$ cat src/rtl/uart_serial_rx.sv
// UART receive front end: synchronizer, half-bit start check, 8 data bits LSB first.
// Define UART_RX_PARITY_EN for 8E1 frames with sticky parity_error; default is 8N1.
module uart_serial_rx #(
   parameter int SYNC_STAGES = 2
) (
   input  logic        clock,
   input  logic        reset_n,
   input  logic [15:0] clock_divider,
   input  logic        rx,
   input  logic        read_en,
   output logic [7:0]  data_out,
   output logic        data_ready,
   output logic        frame_error,
   output logic        overrun,
   output logic        parity_error,
   output logic        busy
);

   localparam int SS = (SYNC_STAGES < 2) ? 2 : SYNC_STAGES;

`ifdef UART_RX_PARITY_EN
   typedef enum logic [2:0] {
      S_IDLE   = 3'd0,
      S_START  = 3'd1,
      S_DATA   = 3'd2,
      S_STOP   = 3'd3,
      S_WAIT   = 3'd4,
      S_PARITY = 3'd5
   } state_t;
`else
   typedef enum logic [2:0] {
      S_IDLE  = 3'd0,
      S_START = 3'd1,
      S_DATA  = 3'd2,
      S_STOP  = 3'd3,
      S_WAIT  = 3'd4
   } state_t;
`endif

   state_t      r_state;
   logic [SS-1:0] r_sync;
   logic [15:0] r_cnt;
   logic [2:0]  r_bitcnt;
   logic [7:0]  r_shift;
   logic [7:0]  r_dout;
   logic        r_ready;
   logic        r_fe;
   logic        r_ovr;
   logic        r_busy;
`ifdef UART_RX_PARITY_EN
   logic        r_par_err;
   logic        r_pe;
`endif

   logic        w_rx_s;
   logic [15:0] w_div;
   logic        w_tick;

   assign w_rx_s = r_sync[SS-1];
   assign w_div  = (clock_divider < 16'd2) ? 16'd2 : clock_divider;
   assign w_tick = (r_cnt <= 16'd1);

   always_ff @(posedge clock or negedge reset_n) begin
      if (!reset_n) r_sync <= '1;
      else          r_sync <= {r_sync[SS-2:0], rx};
   end

   always_ff @(posedge clock or negedge reset_n) begin
      if (!reset_n) begin
         r_state  <= S_IDLE;
         r_cnt    <= 16'd0;
         r_bitcnt <= 3'd0;
         r_shift  <= 8'h00;
         r_dout   <= 8'h00;
         r_ready  <= 1'b0;
         r_fe     <= 1'b0;
         r_ovr    <= 1'b0;
         r_busy   <= 1'b0;
`ifdef UART_RX_PARITY_EN
         r_par_err <= 1'b0;
         r_pe      <= 1'b0;
`endif
      end else begin
         // a read clears first; any flag set below in the same cycle wins
         if (read_en) begin
            r_ready <= 1'b0;
            r_fe    <= 1'b0;
            r_ovr   <= 1'b0;
`ifdef UART_RX_PARITY_EN
            r_pe    <= 1'b0;
`endif
         end
         if (r_state != S_IDLE && !w_tick)
            r_cnt <= r_cnt - 16'd1;
         unique case (r_state)
            S_IDLE: begin
               if (!w_rx_s) begin
                  r_state <= S_START;
                  r_cnt   <= {1'b0, w_div[15:1]};
                  r_busy  <= 1'b1;
               end
            end
            S_START: begin
               if (w_tick) begin
                  if (!w_rx_s) begin
                     r_state  <= S_DATA;
                     r_cnt    <= w_div;
                     r_bitcnt <= 3'd0;
`ifdef UART_RX_PARITY_EN
                     r_par_err <= 1'b0;
`endif
                  end else begin
                     r_state <= S_IDLE;
                     r_busy  <= 1'b0;
                  end
               end
            end
            S_DATA: begin
               if (w_tick) begin
                  r_shift[r_bitcnt] <= w_rx_s;
                  r_cnt    <= w_div;
                  r_bitcnt <= r_bitcnt + 3'd1;
                  if (r_bitcnt == 3'd7) begin
`ifdef UART_RX_PARITY_EN
                     r_state <= S_PARITY;
`else
                     r_state <= S_STOP;
`endif
                  end
               end
            end
`ifdef UART_RX_PARITY_EN
            S_PARITY: begin
               if (w_tick) begin
                  r_par_err <= w_rx_s ^ (^r_shift);
                  r_cnt     <= w_div;
                  r_state   <= S_STOP;
               end
            end
`endif
            S_STOP: begin
               if (w_tick) begin
                  if (!w_rx_s) begin
                     r_fe    <= 1'b1;
                     r_state <= S_WAIT;
`ifdef UART_RX_PARITY_EN
                  end else if (r_par_err) begin
                     r_pe    <= 1'b1;
                     r_state <= S_IDLE;
                     r_busy  <= 1'b0;
`endif
                  end else begin
                     if (r_ready && !read_en) begin
                        r_ovr <= 1'b1;
                     end else begin
                        r_dout  <= r_shift;
                        r_ready <= 1'b1;
                     end
                     r_state <= S_IDLE;
                     r_busy  <= 1'b0;
                  end
               end
            end
            S_WAIT: begin
               if (w_rx_s) begin
                  r_state <= S_IDLE;
                  r_busy  <= 1'b0;
               end
            end
            default: begin
               r_state <= S_IDLE;
               r_busy  <= 1'b0;
            end
         endcase
      end
   end

   assign data_out    = r_dout;
   assign data_ready  = r_ready;
   assign frame_error = r_fe;
   assign overrun     = r_ovr;
   assign busy        = r_busy;
`ifdef UART_RX_PARITY_EN
   assign parity_error = r_pe;
`else
   assign parity_error = 1'b0;
`endif

endmodule

$ cat config.mk
export PLATFORM = sky130hd
export DESIGN_NAME = uart_serial_rx
export DESIGN_NICKNAME = d
export VERILOG_FILES = /design/src/rtl/uart_serial_rx.sv
export SDC_FILE = /design/constraint.sdc
export NUM_CORES = 1
export LEC_CHECK = 0
export CORE_UTILIZATION = 30
export CTS_CLUSTER_SIZE = 30
export DETAILED_ROUTE_END_ITERATION = 16
export PLACE_DENSITY = 0.52
export REMOVE_ABC_BUFFERS = 1
export SLEW_MARGIN = 25
export SYNTH_ARGS = -nofsm -noshare
export SYNTH_HDL_FRONTEND = slang
export SYNTH_SLANG_ARGS = --single-unit
$ cat constraint.sdc
create_clock -name clock -period 2.6 [get_ports clock]
set_input_delay 0.39 -clock clock [delete_from_list [all_inputs] [get_ports clock]]
set_output_delay 0.39 -clock clock [all_outputs]
set_load 0.02 [all_outputs]
==> results of run 1 <==
[path summary, 6_finish.rpt]
path,end,cells after the start
min,r_sync[1],0
min reg2reg,r_sync[1],0
max in group asynchronous,r_shift[1],3
max reg2reg,r_shift[4],6
max,r_shift[4],6
min in group asynchronous,data_ready,2
[sequential cells by signal, summed over array words and instances (netlist names)]
name	flops
busy	1
data_out	8
data_ready	1
frame_error	1
overrun	1
r_bitcnt	3
r_cnt	16
r_shift	8
r_state	3
r_sync	2
[cells in the mapped netlist, types with 3 or more instances]
| cell | count |
|---|---|
| dfrtp_1 | 42 |
| nor2_1 | 25 |
| a21oi_1 | 17 |
| nand2_1 | 17 |
| clkbuf_1 | 11 |
| o21ai_0 | 11 |
| nor3_1 | 10 |
| o21ai_1 | 10 |
| inv_1 | 8 |
| mux2_4 | 8 |
| mux2_1 | 7 |
| mux2i_1 | 5 |
| nor4_2 | 5 |
| a22oi_1 | 4 |
| ha_1 | 4 |
| nand2b_1 | 4 |
| nand3_1 | 4 |
| nand3b_1 | 4 |
| nor4_1 | 4 |
| o22ai_1 | 4 |
| or4_1 | 4 |
| xnor2_1 | 4 |
| a221o_1 | 3 |
| and3_1 | 3 |
| nand4_1 | 3 |
| o2111ai_1 | 3 |
| o211ai_1 | 3 |
| o31ai_1 | 3 |
| or2_1 | 3 |
| xor2_1 | 3 |
[layout make-up]
| type | count | area, sq um | area share |
|---|---|---|---|
| clock buffers | 6 | 82.58 | 0.02502 |
| clock inverters | 2 | 38.79 | 0.01175 |
| inverters | 8 | 30.03 | 0.009098 |
| multi-input cells | 208 | 1479 | 0.4481 |
| flip-flops and latches | 44 | 1104 | 0.3343 |
| well taps | 105 | 131.4 | 0.03980 |
| repair buffers | 48 | 435.4 | 0.1319 |
[stage by stage]
step,setup TNS (ns),util
2_1_floorplan,0,-
3_3_place_gp,0,0.3751
3_5_place_dp,0,0.3751
4_1_cts,0,0.3908
5_1_grt,-0.01201,0.3938
6_report,0,0.3938
[critical path, cell delays in order, from the launching register on]
cell and delay, ns:
dfrtp_1 0.46, nor4_4 0.43, o2111a_1 0.34, nand3_1 0.20, nand3b_1 0.34, nor3b_1 0.26
mux2_1 0.34
[metal layers]
layer	vias up	global-route usage	routed length, um
li1	1105	-	-
met1	1137	0.2578	3657
met2	70	0.2642	3292
met3	14	0.03160	340
met4	0	0.05970	145
met5	-	0	0
[power by group]
part | switching [uW] | leakage [uW] | internal, uW
Clock | 258 | 0.0000614 | 315
Sequential | 93.5 | 0.000559 | 743
Combinational | 147 | 0.000735 | 141
[logic make-up after synthesis]
logic type,after synthesis
compound gates,76
flops,44
other cells,1
mux,20
xor+xnor,7
fa+ha+maj,4
simple gates,100
buf+inv,24
[what timing repair did]
| action | in CTS | in global routing |
|---|---|---|
| hold buffers | 1 | 0 |
| gates resized for setup | 0 | 3 |
| endpoints found under the setup margin | 0 | 12 |
| endpoints found under the hold margin | 5 | 0 |
==> impl_metrics.csv, run 1 <==
group,metric,value,unit
clock_network,cts_tree,"done",
critical_path,crit_required,2.79,ns
job,max-cap-violations,0,
pwr,power_density,514.2,nW/um^2
clock_network,htree_levels,2,
clock_network,postCtsSetupRepairBufs,0,
critical_path,cp.arrival,2.68,ns
synth,synth_compound_area_frac,0.1909,
pwr,p_leak,0.001355,uW
routing,vias_per_cell,5.525,
clock_network,cts_buffers,5,
hold_path,min-delay-start,"r_sync[0]",
synth,ys_seq_area_frac,0.4147,
sta,slew_violations,0,
sta,finalCritPeriodShare,0.9586,
sta,hold_viol,0,
floorplanning,chipHeight,96.19,um
clock_network,clock-root-buffer,"clkbuf_8",
clock_network,clk_pin_slew,0.09,ns
synth,yosys.area_share.simple,0.2186,
sta,slew_headroom,0.6051,
global_route,grt-ovfl-total,0,
routing,postRouteAntennaNets,0,
routing,dr.pass1.iters,5,
synth,synth_top_area_frac,0.3949,
routing,vias,2326,
sta,clock_skew,0.007541,ns
pwr,peakVddDrop,234.2,uV
pwr,p_total,1697,uW
sta,period_minus_slack,2.492,ns
sta,setup_viol,0,
layout,syn_to_final_growth,24.02,%
synth,synthCells,276,
placement,placedCellCount,412,
synth,synth.area.top_cells,"dfrtp_1, mux2_4, nor2_1",
floorplanning,rows,33,
placement,gp_congestion,0.9610,
placement,port_buffers,31,
layout,final_cell_mix,"dfrtp_1, clkdlybuf4s50_1, nor2_1",
routing,drt-wirelength-per-cell,17.66,um
layout,drive_gt1_frac,0.1614,
critical_path,r2r_start,"r_cnt[10]",
synth,synth.distinct_cells,63,
sta,setup_ws,0.1077,ns
layout,fillers,834,
synth,ys.warnings.count,0,
synth,synthFlopType,"dfrtp_1",
layout,fin_nets,339,
sta,timing.hold.ws,0.3612,ns
hold_path,hold_class,"reg2reg",
critical_path,crit_fanout,6,
synth,synth.avg_cell_area,9.642,sq um
floorplanning,io_pins,33,
placement,dp_hpwl,5.440,mm
layout,stdcell_area,3301,sq um
routing,drc_errors,0,
synth,synth_edf_count,0,
routing,drtIter0Drc,148,
placement,placement.cell_area,3144,sq um
routing,drt_wl_total,7.435,mm
global_route,track_usage,0.1778,
floorplanning,core_area,8382,sq um
critical_path,end_kind,"flip-flop",
global_route,grt_max_degree,30,
critical_path,cp-start-kind,"flip-flop",
floorplanning,die_w,96.19,um
layout,antenna_cells,0,
critical_path,rrSetupSlack,0.11,ns
sta,fmax,401.2,MHz
synth,yosys.area_share.xor_xnor,0.02304,
clock_network,clock_latency,0.31,ns
synth,yosys.area.top_type,"dfrtp_1",
synth,synth_top_family_by_area,"simple AND/OR/NAND/NOR gates",
clock_network,clock_path_buffers,2,
clock_network,clkSinkCount,44,
global_route,grt_pass1_vias,2291,
layout,layout_commonest_cell,"dfrtp_1",
sta,worst_pin_slew,0.5891,ns
synth,asyncSetResetFlopFracSynth,1.000,
critical_path,startpoint,"r_cnt[10]",
synth,synth_fa_ha_area_frac,0.01881,
layout,finalNonFillerCells,421,
floorplanning,dieArea,9252,sq um
synth,synth_area,2661,sq um
outcome,outcome,"completed",
global_route,grt_pass1_wl,12.30,mm
synth,synthMuxAreaShare,0.09356,
synth,synth-seq-cells,44,
critical_path,path_class,"reg2reg",
floorplanning,start_util,0.3175,
global_route,antenna_found_initial,0,
placement,preCtsSetupSlack,0.09081,ns
Note: power is estimated with default switching activity, not from simulation.
==> inputs of run 2 (changes only) <==
--- a/config.mk
+++ b/config.mk
@@ -6,6 +6,7 @@
 export NUM_CORES = 1
 export LEC_CHECK = 0
 export CORE_UTILIZATION = 30
+export CTS_CLUSTER_DIAMETER = 100
 export CTS_CLUSTER_SIZE = 30
 export DETAILED_ROUTE_END_ITERATION = 16
 export PLACE_DENSITY = 0.52
==> results of run 2 <==
Same layout as run 1: the final DEF is identical, and so are final timing and power.
